## src/rtl/coin_return_dispenser_pkg.sv

```systemverilog
// Shared vending-machine constants: arithmetic width, denomination count and coin values.
package coin_return_dispenser_pkg;

  localparam int kNumCoins  = 3;
  localparam int kTotalBits = 31;
  localparam int kCoin0Val  = 100;
  localparam int kCoin1Val  = 500;
  localparam int kCoin2Val  = 1000;

endpackage

```

## src/rtl/coin_return_dispenser_coin_select.sv

```systemverilog
// Greedy denomination picker: largest coin value that fits the balance and whose hopper is stocked.
module coin_select #(
  parameter int kTotalBits = coin_return_dispenser_pkg::kTotalBits,
  parameter int kNumCoins  = coin_return_dispenser_pkg::kNumCoins,
  parameter int COIN0_VAL  = coin_return_dispenser_pkg::kCoin0Val,
  parameter int COIN1_VAL  = coin_return_dispenser_pkg::kCoin1Val,
  parameter int COIN2_VAL  = coin_return_dispenser_pkg::kCoin2Val
) (
  input  logic [kTotalBits-1:0] remaining,
  input  logic [kNumCoins-1:0]  i_hopper_empty,
  output logic                  found,
  output logic [kNumCoins-1:0]  coin,
  output logic [kTotalBits-1:0] coin_value
);

  logic [kTotalBits-1:0] coin_vals [kNumCoins];

  assign coin_vals[0] = kTotalBits'(COIN0_VAL);
  assign coin_vals[1] = kTotalBits'(COIN1_VAL);
  assign coin_vals[2] = kTotalBits'(COIN2_VAL);

  // Scan every denomination and keep the largest eligible value, so index order does not matter.
  always_comb begin
    found      = 1'b0;
    coin       = '0;
    coin_value = '0;
    for (int k = 0; k < kNumCoins; k++) begin
      if (!i_hopper_empty[k] && (coin_vals[k] <= remaining) &&
          (!found || (coin_vals[k] > coin_value))) begin
        found      = 1'b1;
        coin       = '0;
        coin[k]    = 1'b1;
        coin_value = coin_vals[k];
      end
    end
  end

endmodule

```

## src/rtl/coin_return_dispenser.sv

```systemverilog
// Change-return sequencer: latches the balance, issues coins one at a time to the hopper, reports leftover.
module coin_return_dispenser #(
  parameter int kTotalBits = coin_return_dispenser_pkg::kTotalBits,
  parameter int COIN0_VAL  = coin_return_dispenser_pkg::kCoin0Val,
  parameter int COIN1_VAL  = coin_return_dispenser_pkg::kCoin1Val,
  parameter int COIN2_VAL  = coin_return_dispenser_pkg::kCoin2Val,
  parameter int kNumCoins  = coin_return_dispenser_pkg::kNumCoins
) (
  input  logic                  clk,
  input  logic                  reset_n,
  input  logic                  i_trigger,
  input  logic [kTotalBits-1:0] i_total,
  input  logic [kNumCoins-1:0]  i_hopper_empty,
  input  logic                  i_coin_ready,
  output logic                  o_coin_valid,
  output logic [kNumCoins-1:0]  o_coin,
  output logic                  o_busy,
  output logic                  o_done,
  output logic [kTotalBits-1:0] o_remainder
);

  import coin_return_dispenser_pkg::*;

  typedef enum logic [1:0] {
    IDLE     = 2'd0,
    SELECT   = 2'd1,
    DISPENSE = 2'd2,
    DONE     = 2'd3
  } state_t;

  state_t                state, state_nxt;
  logic [kTotalBits-1:0] remaining, remaining_nxt;
  logic [kTotalBits-1:0] coin_val_q, coin_val_nxt;
  logic [kNumCoins-1:0]  coin_nxt;
  logic                  coin_valid_nxt;
  logic                  busy_nxt;
  logic                  done_nxt;
  logic [kTotalBits-1:0] remainder_nxt;

  logic                  sel_found;
  logic [kNumCoins-1:0]  sel_coin;
  logic [kTotalBits-1:0] sel_value;

  coin_select #(
    .kTotalBits (kTotalBits),
    .kNumCoins  (kNumCoins),
    .COIN0_VAL  (COIN0_VAL),
    .COIN1_VAL  (COIN1_VAL),
    .COIN2_VAL  (COIN2_VAL)
  ) u_coin_select (
    .remaining      (remaining),
    .i_hopper_empty (i_hopper_empty),
    .found          (sel_found),
    .coin           (sel_coin),
    .coin_value     (sel_value)
  );

  always_comb begin
    state_nxt      = state;
    remaining_nxt  = remaining;
    coin_val_nxt   = coin_val_q;
    coin_nxt       = o_coin;
    coin_valid_nxt = o_coin_valid;
    done_nxt       = 1'b0;
    remainder_nxt  = o_remainder;

    case (state)
      IDLE: begin
        if (i_trigger) begin
          remaining_nxt = i_total;
          state_nxt     = SELECT;
        end
      end
      SELECT: begin
        if (sel_found) begin
          coin_nxt       = sel_coin;
          coin_valid_nxt = 1'b1;
          coin_val_nxt   = sel_value;
          state_nxt      = DISPENSE;
        end else begin
          remainder_nxt = remaining;
          state_nxt     = DONE;
        end
      end
      DISPENSE: begin
        // Selection guaranteed coin_val_q <= remaining, so this cannot wrap.
        if (i_coin_ready) begin
          remaining_nxt  = remaining - coin_val_q;
          coin_nxt       = '0;
          coin_valid_nxt = 1'b0;
          state_nxt      = SELECT;
        end
      end
      DONE: begin
        // First DONE cycle raises the pulse; the second drops it and returns to IDLE.
        if (!o_done) begin
          done_nxt = 1'b1;
        end else begin
          state_nxt = IDLE;
        end
      end
      default: state_nxt = IDLE;
    endcase

    busy_nxt = (state_nxt != IDLE);
  end

  always_ff @(posedge clk) begin
    if (!reset_n) begin
      state        <= IDLE;
      remaining    <= '0;
      coin_val_q   <= '0;
      o_coin       <= '0;
      o_coin_valid <= 1'b0;
      o_busy       <= 1'b0;
      o_done       <= 1'b0;
      o_remainder  <= '0;
    end else begin
      state        <= state_nxt;
      remaining    <= remaining_nxt;
      coin_val_q   <= coin_val_nxt;
      o_coin       <= coin_nxt;
      o_coin_valid <= coin_valid_nxt;
      o_busy       <= busy_nxt;
      o_done       <= done_nxt;
      o_remainder  <= remainder_nxt;
    end
  end

endmodule

```

## config.mk

```make
export PLATFORM = sky130hd
export DESIGN_NAME = coin_return_dispenser
export DESIGN_NICKNAME = d
export VERILOG_FILES = /design/src/rtl/coin_return_dispenser_pkg.sv /design/src/rtl/coin_return_dispenser_coin_select.sv /design/src/rtl/coin_return_dispenser.sv
export SDC_FILE = /design/constraint.sdc
export NUM_CORES = 1
export LEC_CHECK = 0
export CORE_MARGIN = 3
export CORE_UTILIZATION = 52
export CTS_CLUSTER_SIZE = 25
export DETAILED_ROUTE_END_ITERATION = 12
export GPL_ROUTABILITY_DRIVEN = 0
export GPL_TIMING_DRIVEN = 0
export PLACE_DENSITY = 0.79
export SLEW_MARGIN = 20
export SYNTH_ARGS = -nofsm -noshare
export SYNTH_HDL_FRONTEND = slang
export SYNTH_SLANG_ARGS = --single-unit
```

## constraint.sdc

```tcl
create_clock -name clk -period 3 [get_ports clk]
set_input_delay 0.6 -clock clk [delete_from_list [all_inputs] [get_ports clk]]
set_output_delay 0.6 -clock clk [all_outputs]
set_load 0.02 [all_outputs]
```

# Word level (Yosys, flattened, before mapping)
# Index checks and enable logic that the tools add are counted.
# W data, S select, Z words.
dict set report op_classes {
  bitwise 1
  magnitude_cmp 5
  n_eq_ne 6
  reduce_logical 21
  shifts 0
  mul 0
  n_div 0
  n_addsub 1
  mux 24
}
# cell n
set ops {}
lappend ops {{$mux W31} 2}
lappend ops {{$pmux W31 S2} 1}
lappend ops {{$le A10 B31 Y1 const A} 1}
lappend ops {{$le A7 B31 Y1 const A} 1}
lappend ops {{$le A9 B31 Y1 const A} 1}
lappend ops {{$sub A31 B31 Y31} 1}
lappend ops {{$mux W3} 4}
lappend ops {{$gt A10 B9 Y1 const A} 1}
lappend ops {{$mux W10} 1}
lappend ops {{$gt A9 B7 Y1 const A} 1}
lappend ops {{$mux W9} 1}
lappend ops {{$mux W1} 8}
lappend ops {{$pmux W2 S4} 1}
lappend ops {{$mux W7} 1}
lappend ops {{$mux W2} 3}
lappend ops {{$ne A2 B2 Y1 const B} 3}
lappend ops {{$pmux W3 S2} 1}
lappend ops {{$reduce_and A2 Y1} 3}
lappend ops {{$reduce_and A3 Y1} 2}
lappend ops {{$reduce_bool A2 Y1} 3}
lappend ops {{$logic_and A1 B1 Y1} 5}
lappend ops {{$logic_not A1 Y1} 5}
lappend ops {{$eq A2 B2 Y1 const B} 2}
lappend ops {{$eq A2 B1 Y1 const B} 1}
lappend ops {{other kinds (4)} 5}
dict set report word_totals {
  regBits 101
  latch_bits 0
  memories 0
  output_inout_bits 37
  inputBits 38
  rom_bits 0
  ramBits 0
}

# Depth between registers and ports, before layout
# Gate-level depths: netlist of the first run.
dict set report logic_depth {
  word_depth 14
  ltp_mapped 9
  mapped_depth_nobuf 9
}

# Cells and area by module
# From an unflattened synthesis of the first run, not the netlist that was laid out.
dict set report hier_totals {
  cells_unflattened 823
  hier_area_um2 6233.5
}
# module seq_area_each_um2 cells_each instances area_per_inst_um2
set by_module_without_submodules {}
lappend by_module_without_submodules {coin_return_dispenser 2021.9 763 1 5816.8}
lappend by_module_without_submodules {coin_select 0.0 60 1 416.6}

# Least setup slack after synthesis of the first run
# OpenSTA, ideal clock, no wires.
dict set report synth_path {
  path_type {register to register}
  start {register remaining[20]}
  end {register o_remainder[11]}
  synth_period_minus_slack_ns 2.615
  arrival_ns 2.488
  path_buffers 3
  setup_slack_ns 0.385
  path_stages_with_launch 10
  cell_sequence {dfxtp_1 > buf_6 > or4_4 > nor4_4 > a41oi_2 > or4b_1 > buf_6 > buf_6 > nand3_1 > o31ai_2}
}
dict set report synth_between {
  elab_chain_cells 13
}
# item line_no
set synth_rtl {}
lappend synth_rtl {{start: declaration} coin_return_dispenser.sv:32} ;# logic [kTotalBits-1:0] remaining, remaining_nxt;
lappend synth_rtl {{start signal: assignment} coin_return_dispenser.sv:120} ;# remaining <= remaining_nxt;
lappend synth_rtl {{$le A7 B31 Y1} coin_return_dispenser_coin_select.sv:28} ;# if (!i_hopper_empty[k] && (coin_vals[k] <= remaining) &&
lappend synth_rtl {{$logic_and A1 B1 Y1} coin_return_dispenser_coin_select.sv:28}
lappend synth_rtl {{$mux W7 or $mux W1 (tied branches)} coin_return_dispenser_coin_select.sv:28}
lappend synth_rtl {{$gt A9 B7 Y1 or $logic_not A1 Y1 (tied branches)} coin_return_dispenser_coin_select.sv:29} ;# (!found || (coin_vals[k] > coin_value))) begin
lappend synth_rtl {{$logic_or A1 B1 Y1} coin_return_dispenser_coin_select.sv:29}
lappend synth_rtl {{$logic_and A1 B1 Y1} coin_return_dispenser_coin_select.sv:28}
lappend synth_rtl {{$mux W9 or $mux W1 (tied branches)} coin_return_dispenser_coin_select.sv:28}
lappend synth_rtl {{$gt A10 B9 Y1 or $logic_not A1 Y1 (tied branches)} coin_return_dispenser_coin_select.sv:29}
lappend synth_rtl {{$logic_or A1 B1 Y1} coin_return_dispenser_coin_select.sv:29}
lappend synth_rtl {{$logic_and A1 B1 Y1} coin_return_dispenser_coin_select.sv:28}
lappend synth_rtl {{$mux W1 (*)} coin_return_dispenser_coin_select.sv:28}
lappend synth_rtl {{$not A1 Y1 (no line) (*)} n/a}
lappend synth_rtl {{$reduce_and A2 Y1 (no line) (*)} n/a}
lappend synth_rtl {{end signal: assignment} coin_return_dispenser.sv:126} ;# o_remainder <= remainder_nxt;
lappend synth_rtl {{end: declaration} coin_return_dispenser.sv:19} ;# output logic [kTotalBits-1:0] o_remainder
# Mark *: on every way between the ends. The rest lies on a longest branch, timed or not.
# A chain may end at the register's enable or synchronous reset.

# Final worst setup path of the first run
dict set report layout_path {
  start {register remaining[7]}
  end {register remaining[24]}
}
dict set report layout_between {
  elab_chain_cells 3
}
# item line_no
set layout_rtl {}
lappend layout_rtl {{$sub A31 B31 Y31} coin_return_dispenser.sv:88} ;# remaining_nxt = remaining - coin_val_q;
lappend layout_rtl {{$mux W31} coin_return_dispenser.sv:87} ;# if (i_coin_ready) begin
lappend layout_rtl {{$pmux W31 S2} coin_return_dispenser.sv:67} ;# case (state)
# Every way passes these cells. The select of a mux whose other input is x is not followed.

==> metrics.txt, run 1 <==
# setup viols final=0; HPWL after DPL=9320 um; die area=0.00862 sq mm; DRC=0; FILL cells=647; TritonCTS clock tree=yes; synth cell count leaders=dfxtp_1, nand2_1, nand3_1, a21oi_1, nor2_1; Post-CTS Setup Repair Bufs=0; die height=92.8 um; placed cells=661; largest net degree at the start of global routing=14; hold-fix buffers at CTS=0; clock buffer count from CTS=9; Worst Tran Pin Value=0.793 ns; largest cells by area after synthesis=dfxtp_1, nand2_1, nand3_1, a21oi_1, o21ai_1; status=finished, final reports clean; number of routed nets with antenna violations=0; fin. max-slew vios=0; predominant post-synthesis flop cell=dfxtp_1; CP Cell Sequence=ha_1, a21o_1, or4_1, o32ai_2, nand3b_1, or4_1, a31oi_1; Fin Setup TNS=0 ns; Layout area overhead=28.7%; CP max stage cell=or4_1; synth unique cells=62; Yosys top cell by area=dfxtp_1; clock skew=0.00843 ns; worst skew pair latency=0.35 ns; Iter 0 DRT Violations=528; DR pass1 iterations=5; DRT Wirelength=12900 um; period utilization=96.0%; # port buffers=74; vias per inst=6.32; Synth Net Count=535; H-tree depth reported by CTS=3; final hold viol count=0; All-Layer GR Usage=30.2%; CP endpoint kind=flop; Arrival @ worst endpoint=3.16 ns; cell with the most instances after synthesis=dfxtp_1; total I/O pin count=75; critical path required time=3.28 ns; max incr delay on CP=0.47 ns; startpoint type of the worst setup path=flop; global-route wire length before repair=20300 um; Max Cap Viol=0; RSZ-0062 raised after global routing=no; Tmin final=2.88 ns; FP Rows=31; Pleak=0.00179 uW; Final Net Count=622; CP max FO=9; share of layout cells above drive strength 1=7.08%; Reg clk slew, reported paths=0.08 ns; CORE AREA=0.00729 sq mm; asr flop ratio synth=0%; Starting Density=53.8%; register bit total from synthesis=75; initial antenna violation count=0; Antenna diodes=0; WS Path Type=reg -> reg; vias in the first global route=4038; Worst Hold Slack=0.455 ns; most used cell along the critical path=or4_1; fmax=347 MHz; synth warn=0; post-CTS resize count=0; PD cells=588 mW/mm^2; Hold Crit Class=reg -> reg; GR Overflow Total=0; VDD IR max=0.000320 V; Post-synth EDFFs=0; Mapped Area=0.00392 sq mm; non-filler instance count after layout=678; share of the synthesized area in the top cell type=38.3%; Max clock buf depth=2; Synth Instances=488; Root Driver=clkbuf_8; Die Wd=92.8 um; Slew HR=47.1%; Vias=4286; CTS sink count=75; Mapped Avg Cell Area=8.04 sq um; Seq/Total Area, Yosys=38.3%; routed len/inst=19.1 um
worst max-delay path: cells and delay by family (launching register included):
family | cells | cell delay (ns)
AND/OR/NAND/NOR | 3 | 1.21
AO/OA/AOI/OAI | 3 | 0.81
adder cells (fa/ha/maj) | 1 | 0.33
flip-flops | 1 | 0.44
layout make-up:
cell class / instances / area, sq um / share of cell area (%)
Multi-Input combinational cell: 367 / 2190 / 43.5
Sequential cell: 75 / 1500 / 29.7
Timing Repair Buffer: 76 / 756 / 15.0
Buffer: 36 / 195 / 3.87
Clock buffer: 9 / 124 / 2.45
Tap cell: 99 / 124 / 2.45
Clock inverter: 6 / 115 / 2.28
Inverter: 10 / 37.5 / 0.744
per-layer routing:
layer  wire, um  GRT usage, %  vias up  share of wire [%]
met5          0             0        -                  0
li1           -             -     1983                  -
met4        478          14.5        0                3.7
met2       5720          47.9      298                 44
met3       1510          6.42       49                 12
met1       5220          38.8     1956                 40
path summary, 6_finish.rpt:
check                from              to  slack (ns)  depth (start not counted)
min reg2reg  remaining[1]  o_remainder[1]        0.46                          2
min          remaining[1]  o_remainder[1]        0.46                          2
max          remaining[7]   remaining[24]        0.12                          7
max reg2reg  remaining[7]   remaining[24]        0.12                          7
sequential cells by signal, summed over array words and instances (netlist names):
register,count
o_coin,3
o_done,1
state,2
o_busy,1
remaining,31
o_remainder,31
coin_val_q,5
o_coin_valid,1
placed cells by master (no fill, tap or decap), types with 10 or more instances in the layout:
master           synthesis  layout
nand3_1                 43      43
o21ai_0                 12      12
nor2_1                  31      31
nor3_1                  11      11
nand2_1                 65      65
o21ai_1                 28      28
a31oi_1                 10      10
a21oi_1                 32      32
clkbuf_1                24      24
dfxtp_1                 75      75
clkdlybuf4s50_1          0      74
power by group:
part           leakage [uW]  switching, uW  internal [uW]
sequential         0.000612           88.1           1060
combinational       0.00106            542            329
clock              0.000115            398            551
logic make-up after synthesis:
kind of cell | count (synthesis) | share of synthesized area (%)
and+or+nand+nor | 202 | 25.6
xor gates and xnor gates | 4 | 0.894
adders and majority gates | 9 | 3.06
DFF | 75 | 38.3
AOI/OAI and AO/OA | 152 | 26.3
buffers and inverters | 46 | 5.93
stage by stage:
| stage | area (sq um) | setup WS [ns] | utilization (%) | power [uW] |
|---|---|---|---|---|
| 3_3_place_gp | 4790 | 0.0331 | 65.6 | 1970 |
| 4_1_cts | 5030 | 0.0679 | 69.0 | 2920 |
| 6_report | 5050 | 0.121 | 69.2 | 2970 |
| 5_1_grt | 5050 | 0.0112 | 69.2 | 3090 |
| 2_1_floorplan | 3920 | 0.385 | - | 1710 |
| 3_5_place_dp | 4790 | 0.103 | 65.7 | 1990 |
No activity file was read; power rests on OpenSTA's default activity.
==> run 2: changes to the inputs <==
CORE_ASPECT_RATIO = 1.5   (was unset)
CORE_UTILIZATION = 57   (was 52)
HOLD_SLACK_MARGIN = 0.05   (was unset)
PLACE_DENSITY = 0.8   (was 0.79)
SYNTH_HIERARCHICAL = 1   (was unset)
==> run 2 against run 1 <==
Compared with the run above:
- fmax down 3.9%
- highest routed layer unchanged
- critical path depth up 3
- non-clock buffer count up 41
- design area up 51%
==> metrics.txt, run 2 <==
Synth Area in Compound Gates=26.7%; most frequent cells in the layout=nand2_1, dfxtp_1, clkdlybuf4s50_1, a21boi_0, a21oi_1; die height=134 um; CP max stage cell=nor4_4; Internal=2560 uW; die area=0.0123 sq mm; largest net degree at the start of global routing=18; vias per inst=6.02; Seq/Total Area, Yosys=32.4%; CP max FO=10; Final Net Count=1001; leading cell type in the layout, fill and taps excluded=nand2_1; Synth Instances=823; period utilization=99.8%; # port buffers=74; clock buffer count from CTS=9; VDD IR max=0.000303 V; P_sw=1460 uW; synth unique cells=70; initial antenna violation count=0; vias in the first global route=6415; final core area utilization=71.6%; Root Driver=clkbuf_16; fmax=334 MHz; Max Cap Viol=0; GR Overflow Total=0; number of routed nets with antenna violations=0; synth cell count leaders=nand2_1, dfxtp_1, a21boi_0, a21oi_1, clkbuf_1; XOR/XNOR Fraction of Synth Area=3.09%; post-synthesis mux area share=0.562%; FP Rows=46; clock skew=0.00886 ns; Yosys top cell by area=dfxtp_1; hold-fix buffers at CTS=0; predominant post-synthesis flop cell=dfxtp_1; HPWL after DPL=14900 um; status=finished, final reports clean; Pleak=0.00290 uW; Post-synth EDFFs=0; adder-cell share of the synthesized area=6.34%; final hold viol count=0; Reg clk slew, reported paths=0.07 ns; Tmin final=2.99 ns; Antenna diodes=0; global-route wire length before repair=31400 um; CP Cell Sequence=nor4_2, nand4_1, nor4_4, nor2_1, nand3b_1, inv_2, and3_4, buf_4, nand2_1, a21boi_0; Iter 0 DRT Violations=569; largest cells by area after synthesis=dfxtp_1, nand2_1, a21boi_0, ha_1, a21oi_1; TritonCTS clock tree=yes; FILL cells=911; CTS sink count=101; Logic pwr share=34.3%; DRT Wirelength=19900 um; critical path required time=3.27 ns; routed len/inst=18.4 um; Hold Crit Class=reg -> reg; Arrival @ worst endpoint=3.26 ns; area of the multi-input gates=0.00381 sq mm; share of layout cells above drive strength 1=9.18%; worst skew pair latency=0.36 ns; Fin Setup TNS=0 ns; max incr delay on CP=0.41 ns; CP bufs+invs=2; CP endpoint kind=flop; asr flop ratio synth=0%; register bit total from synthesis=101; cell with the most instances after synthesis=nand2_1; All-Layer GR Usage=32.1%; fin. max-slew vios=0; Die Wd=91.4 um; power share of the clock group=28.5%; Worst Tran Pin Value=0.718 ns; CORE AREA=0.0106 sq mm; H-tree depth reported by CTS=3; share of the synthesized area in the top cell type=32.4%; DRC=0; Starting Density=58.5%; Vias=6513; Mapped Area=0.00623 sq mm; Layout area overhead=22.2%; FF/Latch Area=0.00202 sq mm; synth warn=6; largest family of logic cells by synthesized area=compound AO/OA/AOI/OAI gates; Slew HR=52.0%; PD cells=529 mW/mm^2; Mapped Avg Cell Area=7.57 sq um; total I/O pin count=75; Max clock buf depth=2; power share of the sequential group=37.3%; largest registers=coin_val_q: 31 flops, o_remainder: 31 flops, remaining: 31 flops; DR pass1 iterations=7; # setup viols final=0; Synth Area in Simple Gates=22.2%; WS Path Type=reg -> reg; Worst Hold Slack=0.463 ns; FF-to-FF setup slack=0.006 ns; startpoint type of the worst setup path=flop; Switching Share=36.4%; family with the most delay on the worst path=simple AND/OR/NAND/NOR gates
## run 2: cell count changes after synthesis, sizes merged, moves of 8 or more
| cell | change |
|---|---|
| nand2 | +127 |
| a21boi | +66 |
| a21oi | +28 |
| inv | +28 |
| dfxtp | +26 |
| clkbuf | +22 |
| ha | +22 |
| buf | +19 |
| nand3 | -19 |
| xor2 | +10 |
| o211ai | +8 |
| xnor2 | +8 |
## run 2: cells by family (layout without fill, tap and decap cells)
family	count (synthesis)	after routing
multiplexers	3	3
other	1	23
AO/OA/AOI/OAI	244	244
XOR/XNOR	22	22
flip-flops	101	101
buffers and inverters	114	206
AND/OR/NAND/NOR	307	307
adder cells (fa/ha/maj)	31	31
## run 2: timing repair
action | CTS | global route
endpoints found under the hold margin | 0 | 0
gates resized for setup | 17 | 25
setup endpoints to repair | 64 | 56
setup buffers | 2 | 2
pin swaps | 2 | 1
## run 2: worst register-to-register path, stage by stage (launching register included)
cell,delay [ns]
dfxtp_1,0.40
nor4_2,0.37
nand4_1,0.31
nor4_4,0.41
nor2_1,0.18
nand3b_1,0.37
inv_2,0.17
and3_4,0.25
buf_4,0.18
nand2_1,0.07
a21boi_0,0.21
## run 2: metrics by stage
stage | total power [uW] | instance area, sq um | std cells | setup WS (ns)
after CTS | 3960 | 7570 | 1079 | 0.0268
final | 4030 | 7620 | 1081 | 0.00551
after detailed placement | 2820 | 7240 | 1063 | -0.519
after floorplan | 2460 | 6320 | 845 | 0.300
after global routing | 4200 | 7620 | 1081 | -0.0117
after global placement | 2790 | 7240 | 1063 | -0.409
## run 2: per-layer routing
| metal | share of wire [%] | GRT usage, % | routed length, um |
|---|---|---|---|
| met5 | 0 | 0 | 0 |
| met2 | 48 | 55.0 | 9510 |
| met1 | 35 | 35.0 | 7010 |
| met3 | 8.5 | 6.12 | 1690 |
| met4 | 8.4 | 22.9 | 1680 |
## run 2: worst paths after layout
path / end / depth (start not counted) / startpoint
max: o_remainder[7] / 10 / remaining[17]
min: o_remainder[17] / 2 / o_remainder[17]
max reg2reg: o_remainder[7] / 10 / remaining[17]
min reg2reg: o_remainder[17] / 2 / o_remainder[17]
## run 2: area by class of cell
class | count | share of cell area [%]
Multi-Input combinational cell | 630 | 50.0
Sequential cell | 101 | 26.6
Tap cell | 144 | 2.36
Inverter | 37 | 1.82
Clock buffer | 10 | 3.14
Timing Repair Buffer | 78 | 10.1
Buffer | 75 | 5.42
Clock inverter | 6 | 0.591
## run 2: power groups by stage
| stage | Sequential (uW) | Combinational, uW | Clock, uW |
|---|---|---|---|
| 2_1_floorplan | 1490 | 966 | 0 |
| 3_3_place_gp | 1520 | 1260 | 0 |
| 3_5_place_dp | 1520 | 1300 | 0 |
| 4_1_cts | 1500 | 1320 | 1140 |
| 5_1_grt | 1500 | 1490 | 1210 |
| 6_report | 1500 | 1380 | 1150 |
